### config.mk
export PLATFORM = sky130hd
export DESIGN_NAME = note_frame_controller
export DESIGN_NICKNAME = d
export VERILOG_FILES = /design/src/rtl/note_link_pkg.sv /design/src/rtl/note_rr_arbiter.sv /design/src/rtl/note_frame_controller.sv
export SDC_FILE = /design/constraint.sdc
export NUM_CORES = 1
export LEC_CHECK = 0
export CORE_ASPECT_RATIO = 1.5
export CORE_UTILIZATION = 50
export DETAILED_ROUTE_END_ITERATION = 10
export PLACE_DENSITY = 0.75
export SLEW_MARGIN = 40
export SYNTH_ARGS = -nofsm -noshare
export SYNTH_HDL_FRONTEND = slang
export SYNTH_SLANG_ARGS = --single-unit
### constraint.sdc
create_clock -name clk -period 2.26 [get_ports clk]
set_input_delay 0.452 -clock clk [delete_from_list [all_inputs] [get_ports clk]]
set_output_delay 0.452 -clock clk [all_outputs]
set_load 0.02 [all_outputs]
### src/rtl/note_link_pkg.sv
// Shared constants and types for the note frame link.
// Contents: note/slot/clock counts, derived counter widths, the note-index
// type, the sync slot number, the requester identifier and a range helper.
package note_link_pkg;

    localparam int NUM_NOTES   = 48;
    localparam int NUM_SLOTS   = 64;
    localparam int SLOT_CLOCKS = 128;

    localparam int DIV_W  = $clog2(SLOT_CLOCKS);
    localparam int SLOT_W = $clog2(NUM_SLOTS);

    typedef logic [5:0] note_idx_t;

    localparam note_idx_t SYNC_SLOT = 6'd63;

    // Identifies which requester won the most recent accepted transfer.
    typedef enum logic {
        REQ_PB  = 1'b0,
        REQ_KEY = 1'b1
    } requester_e;

    // True when an index addresses a real note (also a data-carrying slot).
    function automatic logic note_in_range(input note_idx_t idx);
        return (idx < note_idx_t'(NUM_NOTES));
    endfunction

endpackage

### src/rtl/note_rr_arbiter.sv
// Two-requester round-robin arbiter (playback vs key input).
// Ports:
//   clk, rst         - clock, synchronous active-high reset
//   block            - forces both grants low (reset / clear_all)
//   pb_valid         - playback requester has an event
//   key_valid        - key requester has an event
//   pb_grant         - playback event accepted this cycle (combinational)
//   key_grant        - key event accepted this cycle (combinational)
module note_rr_arbiter
    import note_link_pkg::*;
(
    input  logic clk,
    input  logic rst,
    input  logic block,
    input  logic pb_valid,
    input  logic key_valid,
    output logic pb_grant,
    output logic key_grant
);

    requester_e last_q;
    requester_e last_d;

    // Grant decision: a lone requester always wins; a tie goes to whoever
    // did not win the previous accepted transfer.
    always_comb begin
        pb_grant  = 1'b0;
        key_grant = 1'b0;
        if (block) begin
            pb_grant  = 1'b0;
            key_grant = 1'b0;
        end else if (pb_valid && key_valid) begin
            if (last_q == REQ_KEY) begin
                pb_grant = 1'b1;
            end else begin
                key_grant = 1'b1;
            end
        end else begin
            pb_grant  = pb_valid;
            key_grant = key_valid;
        end
    end

    // History moves only on an actual transfer, so an idle requester keeps
    // its turn.
    always_comb begin
        last_d = last_q;
        if (pb_grant) begin
            last_d = REQ_PB;
        end else if (key_grant) begin
            last_d = REQ_KEY;
        end else begin
            last_d = last_q;
        end
    end

    // History register; reset pretends key won last so playback wins the
    // first tie.
    always_ff @(posedge clk) begin
        if (rst) begin
            last_q <= REQ_KEY;
        end else begin
            last_q <= last_d;
        end
    end

endmodule

### src/rtl/note_frame_controller.sv
// Note frame controller: keeps a 48-note shadow vector updated by two
// arbitrated event requesters and streams a frozen per-frame copy of it on
// a two-wire serial link (one bit per 128-clock slot, 64 slots per frame,
// sync marking slot 63).
// Ports:
//   clk, rst                      - clock, synchronous active-high reset
//   pb_valid/pb_note/pb_on        - playback event (note index, 1=set 0=clear)
//   pb_ready                      - playback event accepted this cycle
//   key_valid/key_note/key_on     - key-input event, same encoding
//   key_ready                     - key event accepted this cycle
//   clear_all                     - zero the whole shadow vector
//   active                        - current shadow vector
//   frame_start                   - one-cycle pulse when the frame buffer latches
//   note_serial_sync/_data        - registered serial link lines
module note_frame_controller
    import note_link_pkg::*;
(
    input  logic                 clk,
    input  logic                 rst,
    input  logic                 pb_valid,
    input  logic [5:0]           pb_note,
    input  logic                 pb_on,
    output logic                 pb_ready,
    input  logic                 key_valid,
    input  logic [5:0]           key_note,
    input  logic                 key_on,
    output logic                 key_ready,
    input  logic                 clear_all,
    output logic [NUM_NOTES-1:0] active,
    output logic                 frame_start,
    output logic                 note_serial_sync,
    output logic                 note_serial_data
);

    logic [DIV_W-1:0]     div_q,         div_d;
    logic [SLOT_W-1:0]    slot_q,        slot_d;
    logic [NUM_NOTES-1:0] shadow_q,      shadow_d;
    logic [NUM_NOTES-1:0] frame_buf_q,   frame_buf_d;
    logic                 sync_q,        sync_d;
    logic                 data_q,        data_d;
    logic                 frame_start_q, frame_start_d;

    logic      pb_grant;
    logic      key_grant;
    logic      evt_accept;
    note_idx_t evt_note;
    logic      evt_on;

    note_rr_arbiter u_arb (
        .clk       (clk),
        .rst       (rst),
        .block     (rst | clear_all),
        .pb_valid  (pb_valid),
        .key_valid (key_valid),
        .pb_grant  (pb_grant),
        .key_grant (key_grant)
    );

    // Slot timing and serial line drive. Everything happens on the div==0
    // cycle; the lines are held in between. The slot-63 cycle also freezes
    // the shadow vector into the frame buffer for the coming frame.
    always_comb begin
        div_d         = div_q + DIV_W'(1);
        slot_d        = slot_q;
        frame_buf_d   = frame_buf_q;
        sync_d        = sync_q;
        data_d        = data_q;
        frame_start_d = 1'b0;
        if (div_q == DIV_W'(0)) begin
            slot_d = slot_q + SLOT_W'(1);
            sync_d = (slot_q == SYNC_SLOT);
            if (note_in_range(slot_q)) begin
                data_d = frame_buf_q[slot_q];
            end else begin
                data_d = 1'b0;
            end
            if (slot_q == SYNC_SLOT) begin
                frame_buf_d   = shadow_q;
                frame_start_d = 1'b1;
            end else begin
                frame_start_d = 1'b0;
            end
        end else begin
            slot_d = slot_q;
        end
    end

    // Select the winning event (at most one grant is ever high).
    always_comb begin
        evt_accept = pb_grant | key_grant;
        evt_note   = 6'd0;
        evt_on     = 1'b0;
        if (pb_grant) begin
            evt_note = pb_note;
            evt_on   = pb_on;
        end else if (key_grant) begin
            evt_note = key_note;
            evt_on   = key_on;
        end else begin
            evt_note = 6'd0;
            evt_on   = 1'b0;
        end
    end

    // Shadow update. Out-of-range notes complete the handshake but touch
    // nothing; writing the current value back makes set/clear idempotent.
    always_comb begin
        shadow_d = shadow_q;
        if (clear_all) begin
            shadow_d = {NUM_NOTES{1'b0}};
        end else if (evt_accept && note_in_range(evt_note)) begin
            shadow_d[evt_note] = evt_on;
        end else begin
            shadow_d = shadow_q;
        end
    end

    // State and output registers.
    always_ff @(posedge clk) begin
        if (rst) begin
            div_q         <= {DIV_W{1'b0}};
            slot_q        <= {SLOT_W{1'b0}};
            shadow_q      <= {NUM_NOTES{1'b0}};
            frame_buf_q   <= {NUM_NOTES{1'b0}};
            sync_q        <= 1'b0;
            data_q        <= 1'b0;
            frame_start_q <= 1'b0;
        end else begin
            div_q         <= div_d;
            slot_q        <= slot_d;
            shadow_q      <= shadow_d;
            frame_buf_q   <= frame_buf_d;
            sync_q        <= sync_d;
            data_q        <= data_d;
            frame_start_q <= frame_start_d;
        end
    end

    assign pb_ready         = pb_grant;
    assign key_ready        = key_grant;
    assign active           = shadow_q;
    assign frame_start      = frame_start_q;
    assign note_serial_sync = sync_q;
    assign note_serial_data = data_q;

endmodule
==> metrics.txt, run 1 <==
CTS Buf Count=17; Util after Layout=between 70 and 80%; Chip Height=122.7 µm; setup_tns=0 ns; reg-to-reg slack, setup=about 0.20 ns; Fin. Hold Viols=0; wire per inst=roughly 18 µm; die extent in x=82.46 µm; vias in the first global route=4594; Worst Tran Pin Value=between 0.6 and 0.7 ns; worst endpoint required time=1.81 ns; Vias per Instance=5.924; clock power share=50.6%; Ys Warns=0; die area=10120 µm²; # IOs=slightly above 70; Clk Latency, worst-skew pair=approximately 0.41 ns; multi-input logic area=roughly 2400 µm²; crit end category=output port; switching pwr=1.197 mW; FF+latch count, synth=113; total power=around 4.9 mW; f_max=between 0.4 and 0.5 GHz; grt ovf=0; met3 WL=848 µm; arrival time worst endpoint=1.73 ns; Final Cycle Share=96.61%; first-pass GRT wire length=22190 µm; number of synthesized flops with an enable pin=0; Fill cells=704; fin. max-slew vios=0; clock slew at reported path FFs=0.05 ns; worst relative slew slack=54.91%; H-tree levels=4; Reg power frac=41.7%; Final setup viols=0; cts hold-fix bufs=0; Syn Nets=579; maximum fanout along the worst path=10; clk_skew=0.007283 ns; clock sinks=around 110; DRT Wirelength=13950 µm; post-route cell area=6604 µm²; crit path to=pb_ready; post-synth top area share=46.60%; max capacitance violation total=0; crit path time final=2.183 ns; Layout area overhead=36.03%; LEAKAGE=2.280 nW; row count=between 40 and 50; dpl cell area=5972 µm²; worst vdd ir=a little under 0.6 mV; 1st-pass router iterations=5; share of flip-flops with an asynchronous set or reset=0%; Vias=roughly 4700; largest net degree at the start of global routing=67; CTS tree=built; crit path from=pb_valid; Residual DRC=0; Root Buffer=clkbuf_16; DRT antenna net count=0; ant diodes=0; gpl congestion=0.8882; hpwl dp=9728 µm; RSZ-0062 raised after global routing=true; logic gate share of total power=7.6%; fin nets=683; cell taking the most area after synthesis=dfxtp_1; sequential-to-total area share from yosys stat=46.60%; Worst R2R Start=u_arb.last_q; Mapped Area=4855 µm²; GRT Total Usage=29.54%; power per cell area=740.2 nW/µm²; register area=2262 µm²; Crit Path Category=in2out; Clock Path Buffers=2; top sig layer=met4; Reg-to-Reg End=active[23]; metal2 WL=7135 µm; Port Buf Inserts=71; sw frac=about 24%; layout cells sized above 1=17.21%; hold_ws=about 0.45 ns; Main synth FF type=dfxtp_1; Power Internal=3.692 mW; R2R depth=7; Core ar.=9361 µm²; Syn Area/Cell=8.716 µm²; Startpoint Class=primary input; Worst Hold Class=reg2reg; initial antenna violation count=0; wl on met1=about 5400 µm; top post-synthesis cells by area=dfxtp_1 (47%), nand2_1 (8.8%), a21oi_1 (7.6%); outcome=finished, final reports clean; Initial Util=51.86%; Iter 0 DRT Violations=346; count of cell types in the netlist=49; Gate Count Post-Synth=557
through the flow:
step	std cells	setup slack (ns)
finish	786	0.07657
global route	786	-0.005854
CTS	785	0.01717
detailed placement	750	-0.5012
global placement	750	-0.3863
floorplan	557	0.1394
cell usage in the layout (no fill, tap or decap), drive strengths merged, types with 3 or more instances in the layout:
| cell type | n |
|---|---|
| nor4 | 3 |
| clkbuf | 18 |
| nor2b | 4 |
| inv | 8 |
| nor3 | 4 |
| a21oi | 75 |
| o22ai | 3 |
| o21ai | 3 |
| nor2 | 29 |
| and3 | 5 |
| mux4 | 10 |
| a311oi | 4 |
| dfxtp | 113 |
| ha | 3 |
| nand2 | 114 |
| clkinv | 8 |
| nor3b | 3 |
| nand4 | 7 |
| xor2 | 5 |
| a211oi | 44 |
| buf | 57 |
| nand3 | 11 |
| mux2i | 6 |
| xnor2 | 5 |
| clkinvlp | 5 |
| clkdlybuf4s50 | 67 |
| a31oi | 26 |
| and2 | 10 |
kinds of logic (layout without fill, tap and decap cells):
group | count (synthesis) | in the layout | synth area share, %
simple gates | 198 | 198 | 18.87
compound gates | 166 | 166 | 21.47
flops | 113 | 113 | 46.60
buf+inv | 49 | 166 | 4.150
mux | 18 | 18 | 6.340
xor+xnor | 10 | 10 | 1.804
fa+ha+maj | 3 | 3 | 0.7733
worst min path at each step:
stage / slack, ns / endpoint / from / cells past startpoint
global route: 0.46 / frame_buf_q[12] / frame_buf_q[12] / 2
finish: 0.45 / frame_buf_q[12] / frame_buf_q[12] / 2
floorplan: 0.43 / div_q[0] / div_q[0] / 1
global placement: 0.44 / frame_buf_q[16] / frame_buf_q[16] / 2
detailed placement: 0.44 / frame_buf_q[12] / frame_buf_q[12] / 2
CTS: 0.45 / frame_buf_q[12] / frame_buf_q[12] / 2
power groups by stage:
stage / clock [mW] / combinational, mW / sequential (mW)
2_1_floorplan: 0 / 0.218 / 2.06
3_3_place_gp: 0 / 0.353 / 2.08
3_5_place_dp: 0 / 0.360 / 2.08
4_1_cts: 2.50 / 0.368 / 2.04
5_1_grt: 2.60 / 0.402 / 2.04
6_report: 2.47 / 0.374 / 2.04
cell usage after synthesis (2+ instances only):
| library cell | count |
|---|---|
| nand2_1 | 114 |
| dfxtp_1 | 113 |
| a21oi_1 | 74 |
| a211oi_1 | 44 |
| clkbuf_1 | 28 |
| nor2_1 | 28 |
| a31oi_1 | 26 |
| buf_2 | 11 |
| mux4_2 | 10 |
| nand3_1 | 10 |
| and2_1 | 9 |
| inv_1 | 7 |
| mux2i_1 | 6 |
| nand4_1 | 6 |
| and3_1 | 5 |
| xnor2_1 | 5 |
| xor2_1 | 5 |
| a311oi_1 | 4 |
| nor2b_1 | 4 |
| ha_1 | 3 |
| nor3_2 | 3 |
| nor4_1 | 3 |
| o21ai_0 | 3 |
| o22ai_1 | 3 |
| a2111oi_0 | 2 |
| and3b_1 | 2 |
| buf_1 | 2 |
| mux2_2 | 2 |
| nand2b_1 | 2 |
| nand3b_1 | 2 |
| nor3b_1 | 2 |
| o32a_1 | 2 |
worst max-delay path, cell delays in order:
cell             delay, ns
clkdlybuf4s50_1       0.52
buf_4                 0.20
nand3_1               0.15
inv_1                 0.10
clkdlybuf4s15_1       0.31
state kept, by name (all words and copies together) (netlist names):
name              flops
active               48
div_q                 7
frame_buf_q          48
frame_start           1
note_serial_data      1
note_serial_sync      1
slot_q                6
u_arb.last_q          1
repair_timing:
| item | 4_1_cts | 5_1_grt |
|---|---|---|
| resized for setup | 8 | 7 |
| endpoints found under the hold margin | 0 | 0 |
| endpoints found under the setup margin | 9 | 24 |
| pin swaps | 3 | 5 |
| buffers inserted | 3 | 1 |
routing by layer:
metal / vias to the layer above / global-route usage [%]
li1: 2230 / -
met1: 2204 / 33.96
met2: 176 / 49.43
met3: 46 / 6.543
met4: 0 / 16.78
met5: - / 0
final cells by class:
cell class / count / share of cell area, %
tap: 112 / 2.122
sequential: 113 / 34.26
clock inverter: 15 / 2.103
clock buffer: 17 / 6.442
timing repair buffer: 127 / 17.77
inverter: 7 / 0.3979
multi-input combinational: 395 / 36.91
Note: power is estimated with default switching activity, not from simulation.
==> inputs of run 2 (changes only) <==
Settings changed: GPL_TIMING_DRIVEN set to 0.
==> metrics.txt, run 2 (synthesized netlist as in run 1, its figures left out) <==
power per cell area=836.2 nW/µm²; ant diodes=0; hpwl dp=10490 µm; layout cells sized above 1=between 10% and 20%; gpl congestion=1.019; f_max=~0.46 GHz; M1 GR Usage=roughly a third; fin. max-slew vios=0; met3 usage=8.253%; total power=5.546 mW; clk_skew=approximately 0.016 ns; CTS Buf Count=17; Post-Place Setup Slack=-1.125 ns; Iter 0 DRT Violations=342; Port Buf Inserts=71; arrival time worst endpoint=roughly 2.5 ns; Final Cycle Share=slightly below 100%; GRT Total Usage=a little under a third; Startpoint Class=primary input; DRT Wirelength=~15000 µm; Largest stage delay, worst path=between 0.3 and 0.4 ns; cts hold-fix bufs=0; Crit Path Category=in2reg; die area=10120 µm²; Vias=4752; worst endpoint required time=around 2.6 ns; 1st-pass router iterations=5; most frequent CP cell=buf_4; DRT antenna net count=0; Worst Hold Class=in2reg; Core ar.=approximately 9400 µm²; die extent in x=82.46 µm; critical path's slowest cell=nor4_4; initial antenna violation count=0; cells along the critical path=dlygate4sd2_1 -> nor2b_1 -> buf_4 -> a31oi_1 -> a21oi_4 -> buf_4 -> nor4_4 -> buf_4 -> a21oi_1 -> a211oi_1; worst relative slew slack=56.59%; slack of the critical path=0.08264 ns; CP Buf/Inv Count=4; Clock Path Buffers=2; maximum fanout along the worst path=10; LEAKAGE=2.250 nW; vias in the first global route=4580; wire per inst=18.77 µm; Util after Layout=between 70 and 80%; met2 GRT Util=54.13%; crit path time final=2.177 ns; Initial Util=51.86%; CTS tree=built; outcome=finished, final reports clean; clock slew at reported path FFs=0.05 ns; Fill cells=729; fin nets=680; # IOs=72; largest net degree at the start of global routing=17; Layout area overhead=36.62%; crit end category=flip-flop; most common cell after layout, fill and taps aside=nand2_1; hold_ws=just over 0.4 ns; first-pass GRT wire length=22840 µm; gr busiest metal=met2; Worst Tran Pin Value=0.6476 ns; most frequent cells in the layout=nand2_1 (114), dfxtp_1 (113), a21oi_1 (73), clkdlybuf4s50_1 (65), a211oi_1 (44); Vias per Instance=6.069; Root Buffer=clkbuf_16; grt ovf=0; Final setup viols=0; Chip Height=around 120 µm; max capacitance violation total=0; register area=2262 µm²; Clk Latency, worst-skew pair=0.42 ns; row count=43; cell family with most CP delay=buffers and inverters; Fin. Hold Viols=0; Residual DRC=0; H-tree levels=4; multi-input logic area=2495 µm²; worst vdd ir=0.6476 mV; clock sinks=113
run 2: cell count changes in the layout (fill, tap and decap cells not counted), sizes merged:
| cell | before | now |
|---|---|---|
| dlygate4sd2 | 0 | 3 |
| clkinv | 8 | 2 |
| bufinv | 1 | 7 |
| clkinvlp | 5 | 1 |
| inv | 8 | 7 |
| clkdlybuf4s15 | 1 | 0 |
| clkdlybuf4s50 | 67 | 65 |
| buf | 57 | 27 |
| clkbuf | 18 | 50 |
run 2: timing repair:
action	4_1_cts	5_1_grt
resized for setup	32	16
pin swaps	6	8
gates cloned	0	0
setup buffers	9	6
endpoints found under the setup margin	99	70
run 2: cell type report:
class                   count  area share [%]
well taps                 112           2.113
clock buffers              22           7.150
clock inverters            10           3.433
repair buffers             86           12.43
plain buffers              38           2.754
inverters                   7          0.3962
flip-flops and latches    113           34.11
multi-input cells         395           37.62
run 2: worst reg2reg max path, stage by stage, from the launching register on:
cell and delay, ns:
dfxtp_1 0.41, nand2b_1 0.13, buf_4 0.15, nand4_1 0.16, and2_1 0.30, nor3_4 0.28, buf_4 0.20, a31oi_1 0.13
a211oi_1 0.29
run 2: final timing paths:
kind	from	to	slack [ns]	cells past startpoint
worst max-delay path	key_valid	active[22]	0.08	10
worst min-delay path	clear_all	u_arb.last_q	0.41	3
worst max register to register	u_arb.last_q	active[26]	0.11	8
worst min register to register	frame_buf_q[37]	frame_buf_q[37]	0.45	2
run 2: per-stage QoR:
step                      area, µm²  std cells  setup TNS (ns)
final                          6633        783               0
after global routing           6633        783         -0.1381
after CTS                      6571        779               0
after detailed placement       5710        740          -42.84
after global placement         5705        740          -38.51
after floorplan                4855        557               0
run 2: power by group:
part,switching (mW),internal [mW],total (mW)
Sequential,0.0137,2.01,2.02
Clock,0.897,2.26,3.16
Combinational,0.229,0.137,0.366
run 2: layer usage:
| metal | up-vias | wire length, µm |
|---|---|---|
| li1 | 2223 | - |
| met2 | 229 | 7695 |
| met4 | 0 | 706 |
| met5 | - | 0 |
| met1 | 2239 | 5367 |
| met3 | 61 | 924 |
